`config.mk`:
```
export PLATFORM = sky130hd
export DESIGN_NAME = uart_fifo_core
export DESIGN_NICKNAME = d
export VERILOG_FILES = /design/src/rtl/uart_fifo_core.sv
export SDC_FILE = /design/constraint.sdc
export NUM_CORES = 1
export LEC_CHECK = 0
export ABC_AREA = 1
export CORE_MARGIN = 8
export CORE_UTILIZATION = 60
export DETAILED_ROUTE_END_ITERATION = 6
export GPL_ROUTABILITY_DRIVEN = 0
export PLACE_DENSITY_LB_ADDON = 0.3
export SYNTH_ARGS = -nofsm -noshare
export SYNTH_HDL_FRONTEND = slang
export SYNTH_SLANG_ARGS = --single-unit
```
`constraint.sdc`:
```
create_clock -name clk -period 3.6 [get_ports clk]
set_input_delay 0.54 -clock clk [delete_from_list [all_inputs] [get_ports clk]]
set_output_delay 0.54 -clock clk [all_outputs]
set_load 0.05 [all_outputs]
```
`src/rtl/uart_fifo_core.sv`:
```
// uart_fifo_core
// Byte-level UART engine. The host pushes bytes into a TX FIFO, and they drain
// automatically onto tx as 8N1-style frames. Frames received on rx are pushed
// into an RX FIFO, and the host pops them from there.
//
// Parameters:
//   CLK_FREQ, BIT_RATE  clock and bit rate; CPB = CLK_FREQ/BIT_RATE clocks per bit (>= 4)
//   PAYLOAD_BITS        data bits per frame and FIFO width (>= 2)
//   BUFFER_SIZE         entries per FIFO (power of two, >= 2)
//
// Ports:
//   clk, reset          rising-edge clock, synchronous active-high reset
//   rx / tx             serial in (asynchronous to clk) / serial out, both idle high
//   tx_write, tx_data   push a byte into the TX FIFO
//   tx_full, tx_empty   TX FIFO status
//   rx_read             pop the head of the RX FIFO
//   rx_data             RX FIFO head, first-word-fall-through, valid while !rx_empty
//   rx_full, rx_empty   RX FIFO status
//   rx_break            one-cycle pulse when a break frame is received (data all 0, stop 0)

// Synchronous FIFO with a registered count and wrapping pointers.
// The head is read combinationally from the storage array.
module uart_fifo_core_fifo #(
  parameter int WIDTH = 8,
  parameter int DEPTH = 8
) (
  input  logic             clk,
  input  logic             reset,
  input  logic             push,
  input  logic [WIDTH-1:0] push_data,
  input  logic             pop,
  output logic [WIDTH-1:0] head,
  output logic             full,
  output logic             empty
);
  localparam int AW = $clog2(DEPTH);

  logic [WIDTH-1:0] mem [DEPTH];
  logic [AW-1:0]    rd_ptr;
  logic [AW-1:0]    wr_ptr;
  logic [AW:0]      count;
  logic             do_push;
  logic             do_pop;

  assign empty   = (count == '0);
  assign full    = (count == (AW+1)'(DEPTH));
  assign do_pop  = pop && !empty;
  // A push into a full FIFO succeeds only when a pop frees a slot in the same cycle.
  assign do_push = push && (!full || do_pop);
  assign head    = mem[rd_ptr];

  // NOTE: sequential state is updated with non-blocking assignments so every
  // register samples the values from before the clock edge.
  always_ff @(posedge clk) begin
    if (reset) begin
      rd_ptr <= '0;
      wr_ptr <= '0;
      count  <= '0;
    end else begin
      if (do_push) wr_ptr <= wr_ptr + AW'(1);
      if (do_pop)  rd_ptr <= rd_ptr + AW'(1);
      case ({do_push, do_pop})
        2'b10:   count <= count + (AW+1)'(1);
        2'b01:   count <= count - (AW+1)'(1);
        default: count <= count;
      endcase
    end
  end

  // NOTE: the storage array has no reset. Entries are only read after they are
  // written, and leaving it out of reset lets it map onto plain RAM or flops.
  always_ff @(posedge clk) begin
    if (do_push) mem[wr_ptr] <= push_data;
  end
endmodule

module uart_fifo_core #(
  parameter int CLK_FREQ     = 25000000,
  parameter int BIT_RATE     = 9600,
  parameter int PAYLOAD_BITS = 8,
  parameter int BUFFER_SIZE  = 8
) (
  input  logic                    clk,
  input  logic                    reset,
  input  logic                    rx,
  output logic                    tx,
  input  logic                    tx_write,
  input  logic [PAYLOAD_BITS-1:0] tx_data,
  output logic                    tx_full,
  output logic                    tx_empty,
  input  logic                    rx_read,
  output logic [PAYLOAD_BITS-1:0] rx_data,
  output logic                    rx_full,
  output logic                    rx_empty,
  output logic                    rx_break
);
  localparam int CPB  = CLK_FREQ / BIT_RATE;
  localparam int HALF = CPB / 2;
  localparam int CW   = $clog2(CPB);
  localparam int IW   = $clog2(PAYLOAD_BITS);
  localparam int PB   = PAYLOAD_BITS;

  typedef enum logic [1:0] {S_IDLE, S_START, S_DATA, S_STOP} uart_state_t;

  // ---------------------------------------------------------------- TX path
  uart_state_t   tx_state, tx_state_n;
  logic [CW-1:0] tx_cnt, tx_cnt_n;
  logic [IW-1:0] tx_idx, tx_idx_n;
  logic [PB-1:0] tx_shift, tx_shift_n;
  logic          tx_line, tx_line_n;
  logic          tx_pop;
  logic [PB-1:0] txf_head;

  uart_fifo_core_fifo #(.WIDTH(PB), .DEPTH(BUFFER_SIZE)) u_tx_fifo (
    .clk       (clk),
    .reset     (reset),
    .push      (tx_write),
    .push_data (tx_data),
    .pop       (tx_pop),
    .head      (txf_head),
    .full      (tx_full),
    .empty     (tx_empty)
  );

  // The next line level is computed together with the state, so tx comes
  // straight from a register and changes on the same edge the state changes.
  // NOTE: every signal written here gets a default first. A path that skips an
  // assignment would otherwise infer a latch.
  always_comb begin
    tx_state_n = tx_state;
    tx_cnt_n   = tx_cnt;
    tx_idx_n   = tx_idx;
    tx_shift_n = tx_shift;
    tx_line_n  = tx_line;
    tx_pop     = 1'b0;
    case (tx_state)
      S_IDLE: begin
        tx_line_n = 1'b1;
        if (!tx_empty) begin
          tx_pop     = 1'b1;
          tx_shift_n = txf_head;
          tx_cnt_n   = '0;
          tx_line_n  = 1'b0;
          tx_state_n = S_START;
        end
      end
      S_START: begin
        if (tx_cnt == CW'(CPB - 1)) begin
          tx_cnt_n   = '0;
          tx_idx_n   = '0;
          tx_line_n  = tx_shift[0];
          tx_state_n = S_DATA;
        end else begin
          tx_cnt_n = tx_cnt + CW'(1);
        end
      end
      S_DATA: begin
        if (tx_cnt == CW'(CPB - 1)) begin
          tx_cnt_n = '0;
          if (tx_idx == IW'(PB - 1)) begin
            tx_line_n  = 1'b1;
            tx_state_n = S_STOP;
          end else begin
            tx_idx_n   = tx_idx + IW'(1);
            tx_shift_n = tx_shift >> 1;
            tx_line_n  = tx_shift[1];
          end
        end else begin
          tx_cnt_n = tx_cnt + CW'(1);
        end
      end
      S_STOP: begin
        if (tx_cnt == CW'(CPB - 1)) begin
          tx_cnt_n   = '0;
          tx_state_n = S_IDLE;
        end else begin
          tx_cnt_n = tx_cnt + CW'(1);
        end
      end
    endcase
  end

  always_ff @(posedge clk) begin
    if (reset) begin
      tx_state <= S_IDLE;
      tx_cnt   <= '0;
      tx_idx   <= '0;
      tx_shift <= '0;
      tx_line  <= 1'b1;
    end else begin
      tx_state <= tx_state_n;
      tx_cnt   <= tx_cnt_n;
      tx_idx   <= tx_idx_n;
      tx_shift <= tx_shift_n;
      tx_line  <= tx_line_n;
    end
  end

  assign tx = tx_line;

  // ---------------------------------------------------------------- RX path
  uart_state_t   rx_state, rx_state_n;
  logic [CW-1:0] rx_cnt, rx_cnt_n;
  logic [IW-1:0] rx_idx, rx_idx_n;
  logic [PB-1:0] rx_shift, rx_shift_n;
  logic [1:0]    rx_meta;
  logic          rx_sync;
  logic          rx_prev;
  logic          rx_push, rx_push_n;
  logic          rx_break_n;

  // Two-flop synchronizer. rx_prev holds the previous synchronized level, so a
  // new frame starts only on a high-to-low transition, never on a line that
  // stays low after a break.
  assign rx_sync = rx_meta[1];

  uart_fifo_core_fifo #(.WIDTH(PB), .DEPTH(BUFFER_SIZE)) u_rx_fifo (
    .clk       (clk),
    .reset     (reset),
    .push      (rx_push),
    .push_data (rx_shift),
    .pop       (rx_read),
    .head      (rx_data),
    .full      (rx_full),
    .empty     (rx_empty)
  );

  always_comb begin
    rx_state_n = rx_state;
    rx_cnt_n   = rx_cnt;
    rx_idx_n   = rx_idx;
    rx_shift_n = rx_shift;
    rx_push_n  = 1'b0;
    rx_break_n = 1'b0;
    case (rx_state)
      S_IDLE: begin
        if (rx_prev && !rx_sync) begin
          rx_cnt_n   = '0;
          rx_state_n = S_START;
        end
      end
      S_START: begin
        // Re-check at mid start bit: a line that is high again was a glitch.
        if (rx_cnt == CW'(HALF - 1)) begin
          rx_cnt_n = '0;
          if (rx_sync) begin
            rx_state_n = S_IDLE;
          end else begin
            rx_idx_n   = '0;
            rx_state_n = S_DATA;
          end
        end else begin
          rx_cnt_n = rx_cnt + CW'(1);
        end
      end
      S_DATA: begin
        if (rx_cnt == CW'(CPB - 1)) begin
          rx_cnt_n   = '0;
          rx_shift_n = {rx_sync, rx_shift[PB-1:1]};
          if (rx_idx == IW'(PB - 1)) rx_state_n = S_STOP;
          else                       rx_idx_n   = rx_idx + IW'(1);
        end else begin
          rx_cnt_n = rx_cnt + CW'(1);
        end
      end
      S_STOP: begin
        if (rx_cnt == CW'(CPB - 1)) begin
          rx_cnt_n   = '0;
          rx_state_n = S_IDLE;
          if (rx_sync)              rx_push_n  = 1'b1;
          else if (rx_shift == '0)  rx_break_n = 1'b1;
        end else begin
          rx_cnt_n = rx_cnt + CW'(1);
        end
      end
    endcase
  end

  // The completed byte stays in rx_shift while the engine idles, so the push
  // one cycle after the stop sample still carries it.
  always_ff @(posedge clk) begin
    if (reset) begin
      rx_meta  <= 2'b11;
      rx_prev  <= 1'b1;
      rx_state <= S_IDLE;
      rx_cnt   <= '0;
      rx_idx   <= '0;
      rx_shift <= '0;
      rx_push  <= 1'b0;
      rx_break <= 1'b0;
    end else begin
      rx_meta  <= {rx_meta[0], rx};
      rx_prev  <= rx_sync;
      rx_state <= rx_state_n;
      rx_cnt   <= rx_cnt_n;
      rx_idx   <= rx_idx_n;
      rx_shift <= rx_shift_n;
      rx_push  <= rx_push_n;
      rx_break <= rx_break_n;
    end
  end
endmodule

```
* After elaboration in Yosys (flattened, before gate mapping) *
Memories as Yosys holds them, arrays and structs flattened. A register that Yosys moved wholly into a read port is not among the register bits.
Cells that the tools add are included.

word-level totals
  flip-flop bits (word level) = 76
  memory bits (writable) = 128
  bits of input ports = 13
  memories = 2
  output and inout port bits = 14

memory list
  memory         words  bits a word  rd ports  clocked after memory_dff  write ports  RTL line  RTL
  u_rx_fifo.mem  8      8            1         1                         1            38        logic [WIDTH-1:0] mem [DEPTH];
  u_tx_fifo.mem  8      8            1         1                         1            38

cells by class
  reduce and logical (&&, ||, !) cells = 34
  equality and inequality tests = 30
  bitwise gates (word level) = 2
  add/subtract/negate cells = 12
  multiplexer cells = 52

operators with widths
  kind                     number
  $mux W12                 5
  $pmux W12 S3             1
  $mux W3                  11
  $ne A2 B2 Y1 const B     13
  $add A12 B1 Y12 const B  2
  $eq A12 B12 Y1 const B   2
  $mux W8                  3
  $pmux W12 S2             1
  $mux W2                  11
  $add A3 B1 Y3 const B    6
  $pmux W2 S4              2
  $pmux W4 S2              2
  $pmux W8 S2              1
  $reduce_and A5 Y1        3
  $eq A12 B11 Y1 const B   1
  $eq A2 B2 Y1 const B     6
  $mux W1                  12
  $pmux W3 S2              2
  $reduce_bool A2 Y1       5
  $add A4 B1 Y4 const B    2
  $eq A2 B1 Y1 const B     4
  $eq A4 B4 Y1 const B     2
  $logic_not A4 Y1         2
  $logic_not A8 Y1         1
  other kinds (15)         30

* Logic depth before layout (Yosys ltp) *
Gate-level depths: netlist (run 1).

  depth in word-level cells = 8
  depth in mapped cells = 13
  gate-level depth less buffers = 13

* Cells and area by module *
From an unflattened synthesis (run 1), not the netlist that was laid out.

second synthesis, totals
  cell total of the unflattened synthesis = 941
  area total of the unflattened synthesis = 9327.7 sq um

modules (own cells, without submodules)
  module                           instances  area an instance (sq um)  cells each
  uart_fifo_core_fifo (u_tx_fifo)  1          3216.8                    260
  uart_fifo_core_fifo (u_rx_fifo)  1          3211.8                    259
  uart_fifo_core                   1          2899.0                    422

* Worst setup path after synthesis (run 1) *
OpenSTA, ideal clock, no wires.

  path type = reg-to-output
  start = register u_tx_fifo.count[0]
  end = output port tx_full
  buffers on the path = 0
  arrival time = 1897 ps
  stages on the path, launching flop included = 2
  slack = 1163 ps
  required time = 3060 ps
  cell sequence = dfxtp_1 > nor4_1

between the ends
  longest elaborated chain between the ends = 1

ends and longest elaborated chain
  what                    RTL line  RTL
  from (decl)             41        logic [AW:0] count;
  from (signal assigned)  63        2'b10: count <= count + (AW+1)'(1);
  from (signal assigned)  64        2'b01: count <= count - (AW+1)'(1);
  from (signal assigned)  65        default: count <= count;
  $eq A4 B4 Y1            46        assign full = (count == (AW+1)'(DEPTH));
  to (decl)               89        output logic tx_full,

Every way passes these cells.

==> results.md, run 1 <==
- PwrDens: 717 nW/um^2
- Placed Area: around 9600 sq um
- Non-filler cells, final: 1230
- Final antenna-violating net count: 0
- CP endpoint kind: output pin
- Cells along the critical path: inv_1 -> o21ai_0 -> o22ai_1 -> nor2_1 -> a31oi_1 -> clkdlybuf4s50_1
- Worst hold path cell count: 1
- Final wirelength: 18.8 mm
- Setup TNS: 0 ns
- Die Y: about 140 um
- Switching part of the total: a little over a third
- Clock sink total: 210
- Vias in the first global route: around 6300
- Inserted Diodes: 0
- Slew Limit Fails: 0
- Synth cell types: 39
- Hold buffer count at cts: 0
- Clock tree root driver cell: clkbuf_16
- Async SR Flop Fraction: 0%
- HPWL Detailed: roughly 12 mm
- Die Footprint: 19600 sq um
- Synth Flop Type: edfxtp_1
- Worst r2r src: tx_state[0]$_SDFFE_PP0P_
- Flop pwr share: 38.8%
- PortBufs: 26
- Unrepaired setup endpoints after global routing: false
- Max Freq: 0.296 GHz
- Core footprint: 15100 sq um
- Clock skew: about 0.015 ns
- Hold WS: approximately 0.42 ns
- Post-Place Cells: 1190
- Post-Syn Area: a little over 9000 sq um
- Avg Inst Size Synth: between 9 and 10 sq um
- Hold_sp: rx_meta[0]$_SDFF_PP1_
- Layout cell share with drive strength beyond 1: 6.62%
- Status: completed
- DR vias/cell: between 5 and 6
- Worst min-delay path category: reg2reg
- DRC Markers: 0
- Initial Util: between 60% and 70%
- Max incr delay on CP: 0.83 ns
- Initial antenna violation count: 0
- Total CTS buffers: 22
- Total Power: 7380 uW
- Final setup viols: 0
- Logic pwr share: between 30% and 40%
- Fill cells: around 1100
- Maximum clock insertion buffer count: 3
- H-tree depth: 1
- Cell count after synthesis: 1004
- Syn. warnings: 0
- FF-to-FF path depth: 12
- GRT overflow: 0
- Setup CP Type: reg2out
- Worst Path Arrival: roughly 2.8 ns
- Clock period minus worst slack: ~3.4 ns
- Routed wire length per instance: ~15 um
- Worst EP required: a little over 3 ns
- Most common cell after layout, fill and taps aside: nand2_1
- Crit Path Max Fanout: 32
- Internal reg-to-reg setup slack: about 1.1 ns
- Post-Layout Inst Area: just over 10000 sq um
- Worst-Skew Late Latency: a little under 0.5 ns
- Worst Hold Endpoint: rx_meta[1]$_SDFF_PP1_
- Fin crit share: a little over nine tenths
- CTS tree: done
- Pint: around 4700 uW
- Switching power total: 2640 uW
- Site Rows: 45
- I/O pin cnt: 27
- Sequential cell area fraction in the yosys report: between 50% and 60%
- Static Leak: slightly below 0.004 uW
- Commonest non-fill, non-tap cells in the layout: nand2_1 (234), edfxtp_1 (128), nor2_1 (126), inv_1 (91), dfxtp_1 (82)
- Flops & latches, synth: 210
- Largest net degree at the start of global routing: 39
- P&R area growth vs syn: 11.5%
- Max-cap check violation count: 0
- PostCTS Resize Cnt: 0
- VDD IR max: approximately 560 uV
- First-pass GRT wire length: between 30 and 40 mm
- Worst R2R End: u_tx_fifo.count[2]$_SDFFE_PP0P_
- Drt pass-1 iters: 5
- Least-Margin Pin Slew: between 0.9 and 1 ns
- Final hold viol count: 0
- Post-CTS Setup Repair Bufs: 0
- Syn nets: 1039
- Clock share of power: 29.4%
- Post-synth EDFFs: between 100 and 150
- First DRT Iteration DRCs: 603
- Global Route Usage Sum: 18.9%
- Total number of vias: approximately 6900
- Slowest CP cell: clkdlybuf4s50_1
- Final net count: ~1100
- Startpoint types: register
- Rel. slew slack: 39.3%
- Clock-pin slew on the worst setup and hold paths: about 0.060 ns
- Die Width: 140 um
## power groups by stage
stage          sequential, uW  clock (uW)  combinational (uW)
3_5_place_dp             2910           0                2320
2_1_floorplan            2890           0                1820
3_3_place_gp             2910           0                2270
5_1_grt                  2890        2310                2620
4_1_cts                  2870        2200                2350
6_report                 2870        2170                2350
## critical path, delay by kind of cell, from the launching register on
family	cells	cell delay [ns]
flops	1	0.31
compound gates	3	0.63
buf+inv	2	1.36
simple gates	1	0.06
## registers in the layout, indices dropped and copies added (netlist names), 4 cells and up, named ones only
name,flops
u_rx_fifo.count,4
tx_cnt,12
u_rx_fifo.mem,64
u_tx_fifo.mem,64
rx_shift,8
rx_cnt,12
u_tx_fifo.count,4
tx_shift,8
## cell usage after synthesis (2+ instances only)
| cell | instances | area share (%) |
|---|---|---|
| or2_2 | 3 | 0.20 |
| ha_1 | 21 | 2.8 |
| xor2_1 | 3 | 0.28 |
| o2111ai_1 | 2 | 0.19 |
| a31oi_1 | 8 | 0.54 |
| nand3_1 | 80 | 4.3 |
| nand4_1 | 9 | 0.61 |
| buf_2 | 14 | 0.76 |
| xnor2_1 | 2 | 0.19 |
| inv_2 | 5 | 0.20 |
| a21oi_1 | 57 | 3.1 |
| nor4_1 | 2 | 0.14 |
| nor2_2 | 5 | 0.34 |
| nor2_4 | 2 | 0.24 |
| nand2_2 | 4 | 0.27 |
| o22ai_1 | 9 | 0.61 |
| o21ai_1 | 3 | 0.16 |
| edfxtp_1 | 128 | 42 |
| o21ai_0 | 73 | 4.0 |
| buf_4 | 6 | 0.49 |
| nand2_1 | 234 | 9.5 |
| a211oi_1 | 2 | 0.16 |
| clkbuf_1 | 12 | 0.49 |
| o211ai_1 | 4 | 0.33 |
| nor2_1 | 126 | 5.1 |
| dfxtp_1 | 82 | 18 |
| a21oi_2 | 6 | 0.57 |
| inv_1 | 91 | 3.7 |
## logic make-up after synthesis
group / share of synthesized area [%]
AND/OR/NAND/NOR: 21.4
flip-flops: 59.4
AO/OA/AOI/OAI: 9.79
buffers and inverters: 5.86
adder cells (fa/ha/maj): 3.06
XOR/XNOR: 0.475
## worst max path at each step
stage,startpoint,endpoint,slack (ns),cells past startpoint
3_5_place_dp,register,rx_data[2],0.83,5
6_report,register,rx_data[3],0.22,6
5_1_grt,register,rx_data[3],0.07,6
2_1_floorplan,u_tx_fifo.count[0]$_SDFFE_PP0P_,tx_full,1.16,1
4_1_cts,register,rx_data[3],0.25,6
3_3_place_gp,register,rx_data[3],0.95,5
## routing by layer
layer  wire length [um]  vias to the layer above  share of wire, %  global-route usage [%]
met5                  0                        -                 0                       0
met4                357                        0               1.9                    4.91
met3               1230                       34               6.6                    3.53
met2               9160                      233                49                    32.5
met1               8010                     3195                43                    24.2
li1                   -                     3418                 -                       -
## per-stage QoR
step / setup slack, ns / utilization, %
3_5_place_dp: 0.833 / 63.3
6_report: 0.219 / 68.0
3_3_place_gp: 0.945 / 63.3
5_1_grt: 0.0727 / 68.0
4_1_cts: 0.247 / 68.0
2_1_floorplan: 1.16 / -
## area by class of cell
cell class | count | area (sq um) | share of cell area, %
clock inverter | 10 | 86.3 | 0.839
timing repair buffer | 31 | 298 | 2.89
clock buffer | 30 | 617 | 5.99
sequential | 210 | 5490 | 53.3
tap | 188 | 235 | 2.29
multi-input combinational | 664 | 3200 | 31.1
inverter | 97 | 369 | 3.59
(Power assumes the default switching activity.)
==> inputs of run 2 (changes only) <==
--- a/config.mk
+++ b/config.mk
@@ -14,3 +14,4 @@
 export SYNTH_ARGS = -nofsm -noshare
 export SYNTH_HDL_FRONTEND = slang
 export SYNTH_SLANG_ARGS = --single-unit
+export TNS_END_PERCENT = 50
==> results of run 2 <==
Same layout as run 1: the final DEF is identical, and so are final timing and power.
